**src/rtl/i2s_pkg.sv**
```systemverilog
// Shared types and constants for the I2S slave port.
// Holds the framing state encoding and default geometry.
package i2s_pkg;

  typedef enum logic [1:0] {
    UNLOCKED = 2'd0,
    LEFT     = 2'd1,
    RIGHT    = 2'd2
  } state_e;

  localparam int DEF_WIDTH  = 24;
  localparam int DEF_SLOT   = 32;
  localparam int SYNC_DEPTH = 2;

endpackage

```
**src/rtl/i2s_slave_port_sync_edge.sv**
```systemverilog
// Two-flop synchronizer for an asynchronous input,
// with one-clk rise and fall pulses on the synced level.
module sync_edge
  import i2s_pkg::*;
(
  input  logic clk,
  input  logic reset,
  input  logic d_i,
  output logic rise_o,
  output logic fall_o
);

  logic [SYNC_DEPTH-1:0] sync_q;
  logic                  prev_q;

  always_ff @(posedge clk) begin
    if (reset) begin
      sync_q <= '0;
      prev_q <= 1'b0;
    end else begin
      sync_q <= {sync_q[SYNC_DEPTH-2:0], d_i};
      prev_q <= sync_q[SYNC_DEPTH-1];
    end
  end

  assign rise_o = sync_q[SYNC_DEPTH-1] & ~prev_q;
  assign fall_o = ~sync_q[SYNC_DEPTH-1] & prev_q;

endmodule

```
**src/rtl/i2s_slave_port.sv**
```systemverilog
// I2S slave: framing FSM, TX serializer and RX deserializer.
// Define I2S_LEFT_JUSTIFIED_EN for zero-BCLK data offset.
module i2s_slave_port
  import i2s_pkg::*;
#(
  parameter int WIDTH = DEF_WIDTH,
  parameter int SLOT  = DEF_SLOT
) (
  input  logic             clk,
  input  logic             reset,
  input  logic             BCLK,
  input  logic             LRCLK,
  input  logic             SDATA_IN,
  output logic             SDATA_OUT,
  input  logic [WIDTH-1:0] TxLeft,
  input  logic [WIDTH-1:0] TxRight,
  output logic [WIDTH-1:0] RxLeft,
  output logic [WIDTH-1:0] RxRight,
  output logic             RxValid,
  output logic             TxLatch,
  output logic             Locked,
  output logic             SyncErr
);

  localparam int CW = $clog2(2*SLOT+2);
`ifdef I2S_LEFT_JUSTIFIED_EN
  localparam int OFF = 0;
`else
  localparam int OFF = 1;
`endif

  logic bclk_r, bclk_f, lr_r, lr_f;
  logic [SYNC_DEPTH-1:0] sd_q;
  logic sd;

  state_e state_q, state_d;
  logic [CW-1:0] cnt_q, cnt_d;
  logic rpend_q, fpend_q;
  logic [WIDTH-1:0] shl_q, shl_d, shr_q, shr_d;
  logic [WIDTH-1:0] rxl_q, rxr_q, rx_left_q, rx_right_q;
  logic sdo_q, sdo_d, rxv_q, txl_q, err_q, lok_q;
  logic lr_rise, lr_fall, enter_left;
  logic short_slot, long_slot;
  logic [WIDTH-1:0] tx_word, tx_sh;
  logic [CW-1:0] tx_pos, rx_pos;

  sync_edge u_bclk (
    .clk    (clk),
    .reset  (reset),
    .d_i    (BCLK),
    .rise_o (bclk_r),
    .fall_o (bclk_f)
  );

  sync_edge u_lrclk (
    .clk    (clk),
    .reset  (reset),
    .d_i    (LRCLK),
    .rise_o (lr_r),
    .fall_o (lr_f)
  );

  assign sd = sd_q[SYNC_DEPTH-1];

  always_comb begin
    // LRCLK edges may land a clk before the BCLK fall they belong to
    lr_rise    = lr_r | rpend_q;
    lr_fall    = lr_f | fpend_q;
    state_d    = state_q;
    cnt_d      = cnt_q + CW'(1);
    enter_left = 1'b0;
    short_slot = 1'b0;
    long_slot  = 1'b0;
    unique case (state_q)
      UNLOCKED: begin
        cnt_d = '0;
        if (lr_fall) begin
          state_d    = LEFT;
          enter_left = 1'b1;
        end
      end
      LEFT: begin
        if (lr_rise) begin
          state_d    = RIGHT;
          cnt_d      = '0;
          short_slot = cnt_q < CW'(WIDTH);
        end
      end
      RIGHT: begin
        if (lr_fall) begin
          state_d    = LEFT;
          cnt_d      = '0;
          enter_left = 1'b1;
          short_slot = cnt_q < CW'(WIDTH);
        end
      end
      default: state_d = UNLOCKED;
    endcase
    if (state_d != UNLOCKED && cnt_d > CW'(2*SLOT)) begin
      long_slot = 1'b1;
      state_d   = UNLOCKED;
      cnt_d     = '0;
    end
    shl_d   = enter_left ? TxLeft  : shl_q;
    shr_d   = enter_left ? TxRight : shr_q;
    tx_word = (state_d == LEFT) ? shl_d : shr_d;
    // Wraps high before the first data bit, so one compare covers both ends
    tx_pos  = cnt_d - CW'(OFF);
    tx_sh   = tx_word << tx_pos;
    sdo_d   = (state_d != UNLOCKED) && (tx_pos < CW'(WIDTH))
              && tx_sh[WIDTH-1];
    rx_pos  = cnt_q - CW'(OFF);
  end

  always_ff @(posedge clk) begin
    if (reset) begin
      sd_q       <= '0;
      state_q    <= UNLOCKED;
      cnt_q      <= '0;
      rpend_q    <= 1'b0;
      fpend_q    <= 1'b0;
      shl_q      <= '0;
      shr_q      <= '0;
      rxl_q      <= '0;
      rxr_q      <= '0;
      rx_left_q  <= '0;
      rx_right_q <= '0;
      sdo_q      <= 1'b0;
      rxv_q      <= 1'b0;
      txl_q      <= 1'b0;
      err_q      <= 1'b0;
      lok_q      <= 1'b0;
    end else begin
      rxv_q <= 1'b0;
      txl_q <= 1'b0;
      sd_q  <= {sd_q[SYNC_DEPTH-2:0], SDATA_IN};
      if (bclk_f) begin
        rpend_q <= 1'b0;
        fpend_q <= 1'b0;
        state_q <= state_d;
        cnt_q   <= cnt_d;
        shl_q   <= shl_d;
        shr_q   <= shr_d;
        sdo_q   <= sdo_d;
        txl_q   <= enter_left;
        if (short_slot || long_slot) err_q <= 1'b1;
        if (enter_left || short_slot) lok_q <= 1'b0;
      end else begin
        if (lr_r) rpend_q <= 1'b1;
        if (lr_f) fpend_q <= 1'b1;
      end
      if (bclk_r && rx_pos < CW'(WIDTH)) begin
        if (state_q == LEFT) begin
          rxl_q <= {rxl_q[WIDTH-2:0], sd};
          if (rx_pos == CW'(WIDTH-1)) lok_q <= 1'b1;
        end
        if (state_q == RIGHT) begin
          rxr_q <= {rxr_q[WIDTH-2:0], sd};
          if (rx_pos == CW'(WIDTH-1) && lok_q) begin
            rx_left_q  <= rxl_q;
            rx_right_q <= {rxr_q[WIDTH-2:0], sd};
            rxv_q      <= 1'b1;
          end
        end
      end
    end
  end

  assign SDATA_OUT = sdo_q;
  assign RxLeft    = rx_left_q;
  assign RxRight   = rx_right_q;
  assign RxValid   = rxv_q;
  assign TxLatch   = txl_q;
  assign Locked    = (state_q != UNLOCKED);
  assign SyncErr   = err_q;

endmodule

```
**config.mk**
```make
export PLATFORM = sky130hd
export DESIGN_NAME = i2s_slave_port
export DESIGN_NICKNAME = d
export VERILOG_FILES = /design/src/rtl/i2s_pkg.sv /design/src/rtl/i2s_slave_port_sync_edge.sv /design/src/rtl/i2s_slave_port.sv
export SDC_FILE = /design/constraint.sdc
export NUM_CORES = 1
export LEC_CHECK = 0
export ABC_AREA = 1
export CELL_PAD_IN_SITES_DETAIL_PLACEMENT = 0
export CELL_PAD_IN_SITES_GLOBAL_PLACEMENT = 1
export CORE_MARGIN = 2
export CORE_UTILIZATION = 35
export DETAILED_ROUTE_END_ITERATION = 8
export HOLD_SLACK_MARGIN = 0.12
export PLACE_DENSITY_LB_ADDON = 0.1
export SLEW_MARGIN = 20
export SYNTH_ARGS = -nofsm -noshare
export SYNTH_HDL_FRONTEND = slang
export SYNTH_SLANG_ARGS = --single-unit
```
**constraint.sdc**
```tcl
create_clock -name clk -period 3.7 [get_ports clk]
set_input_delay 0.74 -clock clk [delete_from_list [all_inputs] [get_ports clk]]
set_output_delay 0.74 -clock clk [all_outputs]
set_load 0.01 [all_outputs]
```
; Word-level counts from Yosys, hierarchy flattened
; Index checks and enable logic that the tools add are counted.
[classes]
n_addsub = 3
order_cmp = 4
eq_ne = 4
n_shift = 1
muxes = 23
n_bitwise = 13
reduce_logical = 19
[op_table]
columns = operator, count
row1 = $mux 24, 3
row2 = $shl 24x7->24, 1
row3 = $lt 7x5->1 const B, 3
row4 = $mux 7, 3
row5 = $pmux 7 s3, 1
row6 = $sub 7x1->7 const B, 2
row7 = $mux 1, 11
row8 = $add 7x1->7 const B, 1
row9 = $eq 7x5->1 const B, 1
row10 = $gt 7x7->1 const B, 1
row11 = $not 1->1, 7
row12 = $mux 2, 3
row13 = $reduce_and 2->1, 3
row14 = $reduce_bool 2->1, 3
row15 = $reduce_or 2->1, 3
row16 = $logic_and 1x1->1, 5
row17 = $and 1x1->1, 4
row18 = $eq 2x1->1 const B, 2
row19 = $pmux 2 s2, 1
row20 = $reduce_and 3->1, 1
row21 = $reduce_or 3->1, 1
row22 = $eq 2x2->1 const B, 1
row23 = $logic_not 2->1, 1
row24 = $logic_or 1x1->1, 2
row25 = other kinds (2), 3
[totals]
regBits = 167
input_bits = 53
output_inout_bits = 53

; Longest topological paths before layout
[depth]
depth_word = 12
mapped_depth = 21
ltp_nobuf = 20

; By module
; Synthesis repeated with hierarchy kept, for this count alone.
[hier_totals]
hier_cells = 959
area_unflattened_um2 = 7293.2
[modules_own_cells]
columns = mod, instances, cells_each, area_per_inst_um2
row1 = i2s_slave_port, 1, 935, 7105.6
row2 = sync_edge, 2, 12, 93.8

; Least setup slack after synthesis
; No wires, ideal clock.
[synth_timing]
path_type = reg-to-reg
from = reg state_q[0]
to = reg sdo_q (netlist: SDATA_OUT)
setup_ps = 112
arrival_ps = 2550
required_ps = 3588
setup_slack_ps = 1037
stages_incl_launch_ff = 20
n_path_buf = 2
path_cell_list = dfxtp_1 -> inv_1 -> ha_1 -> nand3_1 -> nand3_2 -> buf_6 -> o31ai_1 -> nand3_1 -> nand2_2 -> nand3_2 -> buf_2 -> ha_1 -> xor2_1 -> inv_2 -> nand3_1 -> nand3_1 -> nand2_1 -> nand2_1 -> nand2_1 -> nand2_1
[synth_between]
elab_chain_cells = 10
elab_cells_between_ends = 24
cone_classes = add/sub (1) / order compare (2) / eq/ne (3) / shift (1) / mux (10) / reduce/logical (7)
[synth_rtl]
columns = element, line_no
row1 = "start, declared", i2s_slave_port.sv:36  ; state_e state_q, state_d;
row2 = "start signal, assigned", i2s_slave_port.sv:140  ; state_q <= state_d;
row3 = "parallel branches: the longest is 9 deep, another holds $gt 7x7->1", --
row4 = $logic_and 1x1->1 (*), i2s_slave_port.sv:111  ; && tx_sh[WIDTH-1];
row5 = "end signal, assigned", i2s_slave_port.sv:144  ; sdo_q <= sdo_d;
row6 = "end, declared", i2s_slave_port.sv:41  ; logic sdo_q, sdo_d, rxv_q, txl_q, err_q, lok_q;
; Mark *: on every way between the ends.
; A chain may end at the register's enable or synchronous reset.

; Worst setup path after layout
; Same ends and word-level chain as after synthesis.

==> out/qor.csv <==
stage;metric;value;unit
global_route;met2 usage;23.8;%
timing;final setup violating endpoints;0;
placed_design;Placer Congestion;0.821;
clock_network;Worst-Skew Late Latency;0.43;ns
clock_network;TritonCTS buffer count;17;
cells_and_area;# diodes;0;
clock_network;CTS max path bufs;2;
floorplanning;Site Rows;52;
clock_network;H-tree depth;4;
drt;1st-pass router iterations;4;
logic_synthesis;Synth Register Bits;167;
drt;post-route ant nets;0;
critical_path;crit end category;register;
floorplanning;Top Ports;106;
global_route;largest net degree at the start of global routing;99;
floorplanning;Die W;146;um
global_route;met1 Usage GRT;24.9;%
global_route;initial antenna violation count;0;
outcome;outcome;finished, final reports clean;
floorplanning;starting density of the core;35.3;%
global_route;M3 GR Usage;4.50;%
drt;Wirelength per Cell;13.7;um
cells_and_area;area grow syn2layout;25.3;%
clock_network;post-CTS sizing;0;
clock_network;Post-CTS Hold Buffers;0;
timing;max-slew violations;0;
floorplanning;die area;21500;um2
clock_network;CTS tree;done;
clock_network;Clock Sinks;167;
logic_synthesis;YS warnings;0;
timing;Worst-Margin Slew;0.839;ns
logic_synthesis;Top FF cell, synth;dfxtp_1;
floorplanning;chip height;146;um
placed_design;PortBufs;105;
global_route;total track usage;16.9;%
logic_synthesis;top post-synthesis cells by count;dfxtp_1, o21ai_0, inv_1;
timing;final hold viol count;0;
timing;Max Clk Rate;314;MHz
drt;Via density;4.78;
timing;Fin Setup TNS;0;ns
clock_network;clock slew at reported path FFs;0.07;ns
floorplanning;core area;20100;um2
hold_path;Hold Crit Class;register to register;
logic_synthesis;number of flops mapped to enable cells by yosys;0;
clock_network;Root Buffer;clkbuf_16;
global_route;GRT Residual Overflow;0;
critical_path;Worst Path Required;4.07;ns
critical_path;critical setup path kind;register to register;
clock_network;setup bufs post-CTS;0;
logic_synthesis;top-count cell post-synth;dfxtp_1;
flow_run;maximum capacitance violations;0;
cells_and_area;share of layout cells above drive strength 1;6.78;%
power_and_ir_drop;LEAKAGE;3.60;nW
global_route;GRT busiest layer;met1;
logic_synthesis;Syn Std Cell Area;7110;um2
logic_synthesis;Mapped Avg Cell Area;7.50;um2
power_and_ir_drop;Worst VDD drop;0.000316;V
logic_synthesis;Synth Net Count;1008;
timing;RSZ-0062 raised after global routing;no;
timing;min cycle time layout;3.19;ns
drt;drc violations;0;
global_route;vias in the first global route;5679;
power_and_ir_drop;Tot Pwr;3.85;mW
drt;routed via count;6227;
logic_synthesis;Yosys top cell area share;47.1;%
logic_synthesis;Seq/Total Area, Yosys;47.1;%
placed_design;Post-DP HPWL;11.8;mm
logic_synthesis;asr flop ratio synth;0;%
logic_synthesis;dominant cells by area after synthesis;dfxtp_1, o21ai_0, inv_1, nand2_1, a21oi_1;
power_and_ir_drop;P per Cell Area;432;nW/um2
drt;Total Wirelength;17.8;mm
critical_path;crit path DAT;3.56;ns
logic_synthesis;most area-hungry cell type in the Yosys netlist;dfxtp_1;
logic_synthesis;Synth cell types;31;
timing;fin crit share;86.1;%
timing;Clock Skew;0.0135;ns
global_route;first-pass GRT wire length;29.3;mm
drt;drt first-iter violations;422;
logic_synthesis;Mapped Cells;947;
cells_and_area;Nets;1080;
critical_path;critical path fanouts, max;24;
timing;Worst slew margin;44.0;%
critical_path;CP startpoint kind;register;
per-stage QoR:
step                std cells  hold slack, ns  utilization (%)  area [um2]  worst slack, ns
CTS                      1302           0.402             44.3        8900            0.527
detailed placement       1270           0.393             41.3        8310            0.547
global placement         1270           0.391             41.3        8310            0.618
floorplan                 947           0.388                -        7110             1.04
finish                   1302           0.402             44.3        8900            0.513
global route             1302           0.417             44.3        8900           0.0347
cells in the final DEF, fill, tap and decap left out, types with 5 or more instances in the layout:
master,instances
nand4_1,24
nand2_2,7
ha_1,8
a21oi_1,92
dfxtp_1,167
clkdlybuf4s50_1,105
o22ai_1,54
nand3_1,70
nor2_1,25
o21ai_0,145
clkbuf_16,17
nand3_2,6
buf_4,13
nand2_1,126
inv_1,133
inv_2,5
path summary, 6_finish.rpt:
path	startpoint	end	slack, ns	depth (start not counted)
worst min register to register	u_bclk.sync_q[0]	u_bclk.sync_q[1]	0.40	2
worst max-delay path	state_q[0]	SDATA_OUT	0.51	18
worst min-delay path	u_bclk.sync_q[0]	u_bclk.sync_q[1]	0.40	2
worst max register to register	state_q[0]	SDATA_OUT	0.51	18
per-layer routing:
layer  wire [um]  vias up
li1            -     3305
met1        9390     2798
met2        7430      102
met3         767       22
met4         255        0
met5           0        -
power by group:
group	switching [mW]	internal [mW]
Clock	0.789	1.01
Combinational	0.141	0.0994
Sequential	0.00280	1.80
cell families (layout without fill, tap and decap cells):
family	Yosys count	in the layout	synth area share [%]
xor+xnor	6	6	0.845
compound gates	298	298	22.2
fa+ha+maj	8	8	1.41
buf+inv	204	289	11.4
simple gates	264	264	17.0
flops	167	167	47.1
layout make-up:
cell class,instances,area (um2)
well taps,270,338
multi-input cells,576,2960
fillers,2094,11200
flip-flops and latches,167,3340
repair buffers,118,1150
clock inverters,14,164
inverters,139,524
clock buffers,18,429
critical path, stage by stage, from the launching register on:
cell and delay, ns:
dfxtp_1 0.36, inv_1 0.10, ha_1 0.27, nand3_1 0.14
nand3_2 0.21, o31ai_1 0.16, nand3_1 0.17, nand2_2 0.22
buf_4 0.28, nand3_2 0.40, nand2_1 0.18, nand3_1 0.09
nand3_1 0.09, nand2_1 0.06, nand2_1 0.06, nand3_1 0.08
a21oi_1 0.13, nand2_1 0.06, nand2_1 0.05
sequential cells by signal, summed over array words and instances (netlist names), 2 cells and up:
signal / cells
RxLeft: 24
RxRight: 24
cnt_q: 7
rxl_q: 24
rxr_q: 23
sd_q: 2
shl_q: 24
shr_q: 24
state_q: 2
u_bclk.sync_q: 2
u_lrclk.sync_q: 2
Power figures use the tool's default switching activity.
